$ cat src/rtl/adder_chunk_scheduler.sv
// Two-requester, round-robin scheduler that streams WIDTH-bit additions through a
// shared 8-bit carry-less adder, one byte per cycle, rebuilding the carry chain itself.
module adder_chunk_scheduler #(
    parameter int WIDTH = 32
) (
    input  logic             clk,
    input  logic             rst,
    input  logic             req0_valid,
    output logic             req0_ready,
    input  logic [WIDTH-1:0] req0_a,
    input  logic [WIDTH-1:0] req0_b,
    input  logic             req1_valid,
    output logic             req1_ready,
    input  logic [WIDTH-1:0] req1_a,
    input  logic [WIDTH-1:0] req1_b,
    output logic             rsp_valid,
    input  logic             rsp_ready,
    output logic             rsp_id,
    output logic [WIDTH-1:0] rsp_sum,
    output logic             rsp_cout,
    output logic [7:0]       dp_a,
    output logic [7:0]       dp_b,
    input  logic [7:0]       dp_s,
    output logic             busy
);

    localparam int NCHUNK = WIDTH / 8;
    localparam int IDXW   = (NCHUNK > 1) ? $clog2(NCHUNK) : 1;

    typedef enum logic [1:0] {S_IDLE, S_RUN, S_DONE} state_t;

    state_t            r_state;
    logic [WIDTH-1:0]  r_a;
    logic [WIDTH-1:0]  r_b;
    logic [WIDTH-1:0]  r_acc;
    logic [WIDTH-1:0]  r_sum;
    logic [IDXW-1:0]   r_idx;
    logic              r_carry;
    logic              r_cout;
    logic              r_id;
    logic              r_rsp_id;
    logic              r_last_grant;

    logic              w_gnt0;
    logic              w_gnt1;
    logic [IDXW+2:0]   w_shift;
    logic [7:0]        w_slice_a;
    logic [7:0]        w_slice_b;
    logic [8:0]        w_t;
    logic              w_carry_next;
    logic [WIDTH-1:0]  w_acc_next;

    // Round-robin: on contention the requester that did not win last time goes first.
    assign w_gnt0 = (r_state == S_IDLE) && req0_valid && (!req1_valid || r_last_grant);
    assign w_gnt1 = (r_state == S_IDLE) && req1_valid && (!req0_valid || !r_last_grant);

    assign w_shift   = {r_idx, 3'b000};
    assign w_slice_a = 8'(r_a >> w_shift);
    assign w_slice_b = 8'(r_b >> w_shift);

    // The external adder has no carry in/out: add the incoming carry here and
    // recover the byte carry-out from the slice MSBs and the adder's bit 7.
    assign w_t          = {1'b0, dp_s} + {8'b0, r_carry};
    assign w_carry_next = (w_slice_a[7] & w_slice_b[7])
                        | ((w_slice_a[7] ^ w_slice_b[7]) & ~dp_s[7])
                        | w_t[8];

    always_comb begin
        w_acc_next = (r_acc & ~(WIDTH'(8'hFF) << w_shift))
                   | (WIDTH'(w_t[7:0]) << w_shift);
    end

    assign req0_ready = w_gnt0;
    assign req1_ready = w_gnt1;
    assign dp_a       = (r_state == S_RUN) ? w_slice_a : 8'h00;
    assign dp_b       = (r_state == S_RUN) ? w_slice_b : 8'h00;
    assign rsp_valid  = (r_state == S_DONE);
    assign busy       = (r_state != S_IDLE);
    assign rsp_id     = r_rsp_id;
    assign rsp_sum    = r_sum;
    assign rsp_cout   = r_cout;

    always_ff @(posedge clk) begin
        if (rst) begin
            r_state      <= S_IDLE;
            r_a          <= '0;
            r_b          <= '0;
            r_acc        <= '0;
            r_sum        <= '0;
            r_idx        <= '0;
            r_carry      <= 1'b0;
            r_cout       <= 1'b0;
            r_id         <= 1'b0;
            r_rsp_id     <= 1'b0;
            r_last_grant <= 1'b1;
        end else begin
            case (r_state)
                S_IDLE: begin
                    if (w_gnt0 || w_gnt1) begin
                        r_a          <= w_gnt1 ? req1_a : req0_a;
                        r_b          <= w_gnt1 ? req1_b : req0_b;
                        r_id         <= w_gnt1;
                        r_last_grant <= w_gnt1;
                        r_idx        <= '0;
                        r_carry      <= 1'b0;
                        r_acc        <= '0;
                        r_state      <= S_RUN;
                    end
                end
                S_RUN: begin
                    r_acc   <= w_acc_next;
                    r_carry <= w_carry_next;
                    r_idx   <= r_idx + 1'b1;
                    // Result registers only update at completion so the last response stays visible.
                    if (r_idx == IDXW'(NCHUNK - 1)) begin
                        r_sum    <= w_acc_next;
                        r_cout   <= w_carry_next;
                        r_rsp_id <= r_id;
                        r_state  <= S_DONE;
                    end
                end
                S_DONE: begin
                    if (rsp_ready) begin
                        r_state <= S_IDLE;
                    end
                end
                default: r_state <= S_IDLE;
            endcase
        end
    end

endmodule

$ cat config.mk
export PLATFORM = sky130hd
export DESIGN_NAME = adder_chunk_scheduler
export DESIGN_NICKNAME = d
export VERILOG_FILES = /design/src/rtl/adder_chunk_scheduler.sv
export SDC_FILE = /design/constraint.sdc
export NUM_CORES = 1
export LEC_CHECK = 0
export ABC_CLOCK_PERIOD_IN_PS = 2940
export BUFFER_PORTS_ARGS = -buffer_cell sky130_fd_sc_hd__buf_4
export CORE_UTILIZATION = 40
export CTS_CLUSTER_DIAMETER = 150
export CTS_CLUSTER_SIZE = 14
export DETAILED_ROUTE_END_ITERATION = 6
export HOLD_SLACK_MARGIN = 0.03
export PLACE_DENSITY = 0.65
export SLEW_MARGIN = 20
export SYNTH_ARGS = -nofsm -noshare
export SYNTH_HDL_FRONTEND = slang
export SYNTH_SLANG_ARGS = --single-unit
$ cat constraint.sdc
create_clock -name clk -period 2.94 [get_ports clk]
set_clock_uncertainty 0.2 [all_clocks]
set_input_delay 0.147 -clock clk [delete_from_list [all_inputs] [get_ports clk]]
set_output_delay 0.147 -clock clk [all_outputs]
set_load 0.03 [all_outputs]
==> metrics.txt, run 1 <==
# TYPE chip_impl_metric gauge
chip_impl_metric{name="num_vias",unit=""} 6687
chip_impl_metric{name="leakage_power_of_the_design",unit="nW"} 4.08
chip_impl_metric{name="die_y",unit="um"} 124
chip_impl_metric{name="report.final.hold_viol_count",unit=""} 0
chip_impl_metric{name="tightestPinTransition",unit="ns"} 0.838
chip_impl_info{name="r2r_end",value="r_a[2]"} 1
chip_impl_metric{name="timing_max_transition_violations_final",unit=""} 0
chip_impl_metric{name="p_total",unit="mW"} 5.13
chip_impl_info{name="whs_endpoint",value="r_idx[0]"} 1
chip_impl_metric{name="cp_data_required_time",unit="ns"} 3.10
chip_impl_metric{name="layout.filler_cells",unit=""} 1144
chip_impl_metric{name="mean_cell_area_of_the_mapped_netlist",unit="um^2"} 8.32
chip_impl_metric{name="synth_area",unit="um^2"} 5990
chip_impl_metric{name="netlist_instances",unit=""} 720
chip_impl_info{name="min_path_type",value="in2reg"} 1
chip_impl_metric{name="grt_pass1_wl",unit="um"} 32800
chip_impl_metric{name="fmax",unit="MHz"} 372
chip_impl_metric{name="post_cts_setup_buffer_count",unit=""} 0
chip_impl_metric{name="clk_latency_worst_skew_pair",unit="ns"} 0.42
chip_impl_metric{name="cts-htree-levels",unit=""} 4
chip_impl_metric{name="synth.yosys.seq_area_share",unit="%"} 43.1
chip_impl_metric{name="average_vias_per_placed_instance",unit=""} 5.51
chip_impl_metric{name="cts_inserted_buffers",unit=""} 17
chip_impl_metric{name="placement.cell_area",unit="um^2"} 7530
chip_impl_metric{name="grt_pass1_vias",unit=""} 6621
chip_impl_metric{name="die_area",unit="um^2"} 15500
chip_impl_metric{name="initial_utilization",unit="%"} 41.1
chip_impl_metric{name="globalRouteTotalUtil",unit="%"} 26.8
chip_impl_info{name="cts_tree",value="done"} 1
chip_impl_metric{name="wirelength",unit="um"} 20600
chip_impl_metric{name="die_width",unit="um"} 124
chip_impl_info{name="cp-start-kind",value="flop"} 1
chip_impl_info{name="worstHoldStart",value="req1_valid"} 1
chip_impl_metric{name="drc",unit=""} 0
chip_impl_metric{name="timing.hold.ws",unit="ns"} 0.0403
chip_impl_metric{name="whs_path_depth",unit=""} 4
chip_impl_metric{name="preCtsSetupSlack",unit="ns"} 0.576
chip_impl_metric{name="post-route-period-util",unit="%"} 91.3
chip_impl_metric{name="synth.distinct_cells",unit=""} 45
chip_impl_metric{name="routabilityCongestion",unit=""} 0.821
chip_impl_metric{name="total_neg_setup_slack",unit="ns"} 0
chip_impl_metric{name="vdd_drop_max",unit="V"} 0.000360
chip_impl_metric{name="number_of_antenna_violations_at_the_first_check_in_global_routing",unit=""} 0
chip_impl_metric{name="num-nets-final",unit=""} 1164
chip_impl_metric{name="n_antenna_cell",unit=""} 0
chip_impl_metric{name="pin_count",unit=""} 195
chip_impl_info{name="cts_root_buffer",value="sky130_fd_sc_hd__clkbuf_16"} 1
chip_impl_metric{name="fin_area",unit="um^2"} 9510
chip_impl_metric{name="max_slew_margin",unit="%"} 44.0
chip_impl_metric{name="wire_per_inst",unit="um"} 17.0
chip_impl_metric{name="cp.arrival",unit="ns"} 2.85
chip_impl_metric{name="detail-route-antenna-nets",unit=""} 0
chip_impl_info{name="setup.worst_path.class",value="reg2reg"} 1
chip_impl_metric{name="overflow",unit=""} 0
chip_impl_metric{name="setup_viol",unit=""} 0
chip_impl_metric{name="place_inst",unit=""} 1046
chip_impl_metric{name="ff2ff_path_depth",unit=""} 6
chip_impl_metric{name="post-route-util",unit="%"} 65.2
chip_impl_info{name="outcome",value="finished clean"} 1
chip_impl_metric{name="hpwl",unit="um"} 13100
chip_impl_metric{name="setup.reg_to_reg.worst_slack",unit="ns"} 0.26
chip_impl_metric{name="port_buffers",unit=""} 194
chip_impl_metric{name="drt_pass1_iterations",unit=""} 5
chip_impl_metric{name="drive_above_1_share",unit="%"} 25.7
chip_impl_metric{name="drt-initial-drc-count",unit=""} 563
chip_impl_metric{name="timing.max_cap.violations",unit=""} 0
chip_impl_metric{name="layout.cells.non_filler",unit=""} 1213
chip_impl_metric{name="cts.reportedPaths.clkPinSlew",unit="ns"} 0.06
chip_impl_metric{name="p_per_area",unit="nW/um^2"} 540
chip_impl_info{name="grt_setup_unrepaired",value="no"} 1
chip_impl_metric{name="synth.yosys.warnings",unit=""} 0
chip_impl_metric{name="layout-area-overhead-vs-synth",unit="%"} 58.7
chip_impl_metric{name="finalWorstSetupSlack",unit="ns"} 0.255
chip_impl_metric{name="synth.ff_latch_count",unit=""} 129
chip_impl_metric{name="core_area",unit="um^2"} 14600
chip_impl_info{name="cp-end-kind",value="flop"} 1
chip_impl_metric{name="mappedNetlistNets",unit=""} 868
chip_impl_metric{name="cts_buffer_depth",unit=""} 2
chip_impl_metric{name="clock_sinks",unit=""} 129
chip_impl_metric{name="layout_min_cycle_time",unit="ns"} 2.68
chip_impl_metric{name="grt_max_degree",unit=""} 124
chip_impl_info{name="worstReg2RegStart",value="r_state[1]"} 1
chip_impl_metric{name="crit_fanout",unit=""} 123
chip_impl_metric{name="placementRows",unit=""} 44
-- registers in the layout, indices dropped and copies added (netlist names) --
register      count
r_a              32
rsp_id            1
r_b              32
rsp_sum          32
r_idx             2
rsp_cout          1
r_id              1
r_acc            24
r_state           2
r_last_grant      1
r_carry           1
-- worst max-delay path by stage --
stage | cells past startpoint | from | slack [ns] | end
5_1_grt | 6 | r_state[1] | 0.15 | r_a[28]
3_3_place_gp | 5 | r_idx[1] | 0.66 | rsp_cout
6_report | 6 | r_state[1] | 0.26 | r_a[2]
4_1_cts | 6 | rst | 0.20 | r_a[20]
3_5_place_dp | 5 | r_idx[1] | 0.58 | rsp_cout
2_1_floorplan | 5 | r_idx[0] | 0.86 | rsp_cout
-- cells in the final DEF, fill, tap and decap left out, types with 4 or more instances in the layout --
cell type,n
sky130_fd_sc_hd__a21oi_1,28
sky130_fd_sc_hd__a32oi_1,6
sky130_fd_sc_hd__nor2_1,36
sky130_fd_sc_hd__o211ai_1,4
sky130_fd_sc_hd__nand4_1,5
sky130_fd_sc_hd__nand3_1,16
sky130_fd_sc_hd__dlygate4sd3_1,135
sky130_fd_sc_hd__nand2_1,154
sky130_fd_sc_hd__dfxtp_1,128
sky130_fd_sc_hd__a211o_1,5
sky130_fd_sc_hd__o22a_1,6
sky130_fd_sc_hd__o21ai_0,72
sky130_fd_sc_hd__o2bb2ai_1,9
sky130_fd_sc_hd__buf_4,204
sky130_fd_sc_hd__clkbuf_16,17
sky130_fd_sc_hd__nor3_1,9
sky130_fd_sc_hd__a211oi_1,10
sky130_fd_sc_hd__ha_1,7
sky130_fd_sc_hd__inv_1,6
sky130_fd_sc_hd__mux4_2,16
sky130_fd_sc_hd__a22oi_1,8
sky130_fd_sc_hd__and2_1,19
sky130_fd_sc_hd__bufinv_16,4
sky130_fd_sc_hd__a221oi_1,7
sky130_fd_sc_hd__a31oi_1,64
-- kinds of logic after synthesis --
group | after synthesis | share of synthesized area (%)
fa+ha+maj | 7 | 1.46
compound gates | 230 | 24.1
xor+xnor | 5 | 0.731
mux | 16 | 6.02
simple gates | 257 | 18.9
flops | 129 | 43.1
buf+inv | 76 | 5.66
-- power by group --
group | internal, mW | switching (mW) | leakage (nW)
clock network | 1.46 | 0.755 | 0.296
registers | 1.87 | 0.0754 | 1.06
logic | 0.513 | 0.469 | 2.73
total | 3.84 | 1.30 | 4.08
-- routing by layer --
layer / track usage [%] / vias up / part of all wire (%)
li1: - / 3190 / -
met5: 0 / - / 0
met1: 30.5 / 3149 / 41
met3: 8.59 / 47 / 7.6
met2: 45.6 / 301 / 48
met4: 12.4 / 0 / 3.1
-- critical path: stages, from the launching register on --
cell and delay, ns:
sky130_fd_sc_hd__dfxtp_1 0.42, sky130_fd_sc_hd__nor2_2 0.27, sky130_fd_sc_hd__o21a_4 0.28, sky130_fd_sc_hd__buf_12 0.39
sky130_fd_sc_hd__o21ai_0 0.19, sky130_fd_sc_hd__a31oi_1 0.24, sky130_fd_sc_hd__dlygate4sd3_1 0.58
-- final cells by class --
class / count / area, um^2 / area share [%]
inverters: 11 / 43.8 / 0.461
multi-input cells: 515 / 3080 / 32.4
clock inverters: 10 / 158 / 1.66
clock buffers: 22 / 464 / 4.88
flip-flops and latches: 129 / 2580 / 27.2
well taps: 184 / 230 / 2.42
repair buffers: 342 / 2940 / 31.0
-- synthesized netlist by cell type (all sizes together) --
cell type	number	area, um^2
nand3	17	85.1
o21a	2	15.0
a311oi	3	26.3
o2bb2ai	9	78.8
clkinv	3	11.3
a32oi	6	52.6
o211ai	4	30.0
a21o	1	7.51
nor2b	4	25.0
and2	19	119
or4	3	22.5
o221ai	1	8.76
and4	1	11.3
a211oi	10	75.1
xnor2	3	26.3
o31ai	1	7.51
mux4	16	360
a22oi	8	60.1
ha	7	87.6
clkbuf	34	128
nand2b	2	12.5
o22a	6	52.6
nor3	10	61.3
inv	8	30.0
nand3b	1	7.51
xor2	2	17.5
a21oi	28	140
o21ai	72	360
a22o	3	26.3
a211o	5	43.8
a31oi	64	400
a221oi	7	61.3
buf	31	170
nor2	39	159
and3	1	6.26
nand2	155	589
nand4	5	31.3
dfxtp	129	2580
-- what timing repair did --
item,in CTS,in global routing
endpoints found under the setup margin,0,8
hold endpoints to repair,102,0
hold buffers,135,0
resized for setup,0,2
Power figures use the tool's default switching activity.
==> inputs of run 2 (changes only) <==
Settings changed: ABC_AREA from default to 1, PLACE_DENSITY 0.65 to default.
==> run 2 against run 1 <==
  * Synthesized cell count up 47%
  * First-iteration DRC count is 18% lower
  * Total power shrank 4.2%
  * Non-clock buffer count is 3 higher
  * Sequential share of layout area is 1.7 points lower
  * Die area rose by 12%
  * Critical path type unchanged
==> metrics.txt, run 2 <==
# TYPE chip_impl_metric gauge
chip_impl_metric{name="layout_min_cycle_time",unit="ns"} 2.74
chip_impl_metric{name="overflow",unit=""} 0
chip_impl_metric{name="die_y",unit="um"} 132
chip_impl_metric{name="cts.reportedPaths.clkPinSlew",unit="ns"} 0.05
chip_impl_metric{name="yosysTopAreaCellShare",unit="%"} 38.4
chip_impl_metric{name="place_inst",unit=""} 1410
chip_impl_metric{name="cts_inserted_buffers",unit=""} 17
chip_impl_metric{name="pin_count",unit=""} 195
chip_impl_metric{name="hpwl",unit="um"} 13600
chip_impl_metric{name="average_vias_per_placed_instance",unit=""} 4.72
chip_impl_info{name="cts_tree",value="done"} 1
chip_impl_metric{name="synth_enable_flop_cells",unit=""} 0
chip_impl_metric{name="globalRouteTotalUtil",unit="%"} 24.4
chip_impl_metric{name="cp_data_required_time",unit="ns"} 3.06
chip_impl_info{name="setup.worst_path.class",value="reg2reg"} 1
chip_impl_metric{name="drt-initial-drc-count",unit=""} 463
chip_impl_info{name="outcome",value="finished clean"} 1
chip_impl_metric{name="layout.cells.non_filler",unit=""} 1576
chip_impl_info{name="cts_root_buffer",value="sky130_fd_sc_hd__clkbuf_16"} 1
chip_impl_info{name="synthTopCellsByCount",value="sky130_fd_sc_hd__nand2_1, sky130_fd_sc_hd__inv_1, sky130_fd_sc_hd__a21oi_1"} 1
chip_impl_metric{name="wirelength",unit="um"} 20500
chip_impl_metric{name="clock_sinks",unit=""} 129
chip_impl_metric{name="crit_fanout",unit=""} 66
chip_impl_metric{name="layout-area-overhead-vs-synth",unit="%"} 50.7
chip_impl_metric{name="wire_per_inst",unit="um"} 13.0
chip_impl_metric{name="placementRows",unit=""} 47
chip_impl_metric{name="cp.arrival",unit="ns"} 2.86
chip_impl_metric{name="mean_cell_area_of_the_mapped_netlist",unit="um^2"} 6.37
chip_impl_metric{name="clk_latency_worst_skew_pair",unit="ns"} 0.42
chip_impl_metric{name="layout.filler_cells",unit=""} 1622
chip_impl_metric{name="max_slew_margin",unit="%"} 39.1
chip_impl_info{name="grt_setup_unrepaired",value="no"} 1
chip_impl_metric{name="synth.yosys.seq_area_share",unit="%"} 38.4
chip_impl_metric{name="drt_pass1_iterations",unit=""} 5
chip_impl_metric{name="timing.max_cap.violations",unit=""} 0
chip_impl_info{name="most_common_library_cell_in_the_layout_ignoring_fill_and_taps",value="sky130_fd_sc_hd__nand2_1"} 1
chip_impl_metric{name="timing.hold.ws",unit="ns"} 0.0403
chip_impl_info{name="synthMostInstantiatedCell",value="sky130_fd_sc_hd__nand2_1"} 1
chip_impl_metric{name="initial_utilization",unit="%"} 40.8
chip_impl_metric{name="detail-route-antenna-nets",unit=""} 0
chip_impl_metric{name="synth.yosys.warnings",unit=""} 0
chip_impl_metric{name="total_neg_setup_slack",unit="ns"} 0
chip_impl_metric{name="p_per_area",unit="nW/um^2"} 485
chip_impl_metric{name="vdd_drop_max",unit="V"} 0.000462
chip_impl_metric{name="port_buffers",unit=""} 194
chip_impl_metric{name="n_antenna_cell",unit=""} 0
chip_impl_info{name="worstHoldStart",value="dp_s[7]"} 1
chip_impl_metric{name="number_of_antenna_violations_at_the_first_check_in_global_routing",unit=""} 0
chip_impl_metric{name="num-nets-final",unit=""} 1494
chip_impl_metric{name="drive_above_1_share",unit="%"} 18.4
chip_impl_metric{name="leakage_power_of_the_design",unit="nW"} 5.15
chip_impl_metric{name="cts_buffer_depth",unit=""} 2
chip_impl_metric{name="grt_pass1_vias",unit=""} 7083
chip_impl_metric{name="die_width",unit="um"} 132
chip_impl_metric{name="setup_viol",unit=""} 0
chip_impl_metric{name="mappedNetlistNets",unit=""} 1203
chip_impl_info{name="worstReg2RegStart",value="r_state[0]"} 1
chip_impl_info{name="cp-start-kind",value="flop"} 1
chip_impl_metric{name="core_area",unit="um^2"} 16500
chip_impl_info{name="yosys-top-cells-area",value="sky130_fd_sc_hd__dfxtp_1, sky130_fd_sc_hd__nand2_1, sky130_fd_sc_hd__a21oi_1"} 1
chip_impl_metric{name="report.final.hold_viol_count",unit=""} 0
chip_impl_metric{name="asyncSetResetFlopFracSynth",unit="%"} 0
chip_impl_metric{name="synth_area",unit="um^2"} 6720
chip_impl_info{name="layout.cells.most_common_list",value="sky130_fd_sc_hd__nand2_1, sky130_fd_sc_hd__buf_4, sky130_fd_sc_hd__inv_1, sky130_fd_sc_hd__a21oi_1, sky130_fd_sc_hd__dlygate4sd3_1"} 1
chip_impl_metric{name="grt_pass1_wl",unit="um"} 34100
chip_impl_info{name="post-synth-top-area-cell",value="sky130_fd_sc_hd__dfxtp_1"} 1
chip_impl_metric{name="synth.distinct_cells",unit=""} 27
chip_impl_metric{name="synth.ff_latch_count",unit=""} 129
chip_impl_metric{name="tightestPinTransition",unit="ns"} 0.913
chip_impl_metric{name="die_area",unit="um^2"} 17300
chip_impl_metric{name="fmax",unit="MHz"} 365
chip_impl_info{name="cp-end-kind",value="flop"} 1
chip_impl_metric{name="grt_max_degree",unit=""} 117
chip_impl_info{name="min_path_type",value="in2reg"} 1
chip_impl_metric{name="routabilityCongestion",unit=""} 0.881
chip_impl_metric{name="netlist_instances",unit=""} 1055
chip_impl_metric{name="cts-htree-levels",unit=""} 4
chip_impl_metric{name="drc",unit=""} 0
chip_impl_metric{name="post-route-period-util",unit="%"} 93.2
chip_impl_metric{name="timing_max_transition_violations_final",unit=""} 0
chip_impl_metric{name="num_vias",unit=""} 7442
chip_impl_info{name="postSynth.topFlopCell",value="sky130_fd_sc_hd__dfxtp_1"} 1
chip_impl_info{name="critical_path.startpoint",value="r_state[0]"} 1
==> run 2: timing repair <==
item,4_1_cts,5_1_grt
setup buffers,0,0
endpoints found under the hold margin,69,0
gates resized for setup,0,4
setup endpoints to repair,0,5
hold buffers,137,0
==> run 2: worst paths after layout <==
| kind | endpoint | cells past startpoint | slack, ns |
|---|---|---|---|
| hold reg to reg | rsp_sum[24] | 2 | 0.25 |
| hold / removal | r_carry | 5 | 0.04 |
| setup / recovery | r_b[11] | 9 | 0.20 |
| setup reg to reg | r_b[11] | 9 | 0.20 |
==> run 2: critical path, stage by stage (launching register included) <==
cell and delay [ns]:
sky130_fd_sc_hd__dfxtp_1 0.34, sky130_fd_sc_hd__nor2_4 0.17, sky130_fd_sc_hd__nand3_2 0.15, sky130_fd_sc_hd__buf_6 0.27, sky130_fd_sc_hd__nand2_1 0.12, sky130_fd_sc_hd__nand2_1 0.08
sky130_fd_sc_hd__dlygate4sd3_1 0.56, sky130_fd_sc_hd__o21ai_1 0.12, sky130_fd_sc_hd__dlygate4sd3_1 0.57, sky130_fd_sc_hd__inv_1 0.04
==> run 2: logic make-up (layout without fill, tap and decap cells) <==
kind of cell               Yosys count  in the layout  share of synthesized area [%]
adders and majority gates            7              7                           1.30
xor gates and xnor gates             1              1                          0.130
and+or+nand+nor                    358            358                           21.0
buffers and inverters              242            543                           14.5
AOI/OAI and AO/OA                  318            318                           24.6
DFF                                129            129                           38.4
==> run 2: per-layer routing <==
metal	part of all wire [%]	GRT usage, %	up-vias	wire length, um
met5	0	0	-	0
met1	45	30.8	3312	9170
met3	4.9	4.75	26	1010
met4	1.7	7.88	0	339
li1	-	-	3894	-
met2	49	41.5	210	10000
==> run 2: final cells by class <==
| class | instances | area, um^2 | share of cell area, % |
|---|---|---|---|
| inverter | 169 | 641 | 6.32 |
| clock inverter | 7 | 37.5 | 0.371 |
| tap | 220 | 275 | 2.72 |
| sequential | 129 | 2580 | 25.5 |
| timing repair buffer | 345 | 2950 | 29.1 |
| clock buffer | 22 | 474 | 4.68 |
| multi-input combinational | 684 | 3170 | 31.3 |
==> run 2: metrics by stage <==
step	worst slack [ns]	total power, mW	util [%]	area [um^2]
3_5_place_dp	0.742	2.90	50.0	8240
6_report	0.199	4.92	61.5	10100
5_1_grt	0.0149	5.18	61.5	10100
3_3_place_gp	0.804	2.90	50.0	8240
2_1_floorplan	0.927	2.55	-	6720
4_1_cts	0.0435	4.94	61.5	10100
==> run 2: where the power goes <==
group / internal, mW / switching (mW) / leakage, nW
logic: 0.539 / 0.620 / 3.84
clock network: 1.12 / 0.720 / 0.257
registers: 1.87 / 0.0539 / 1.06
total: 3.52 / 1.39 / 5.15
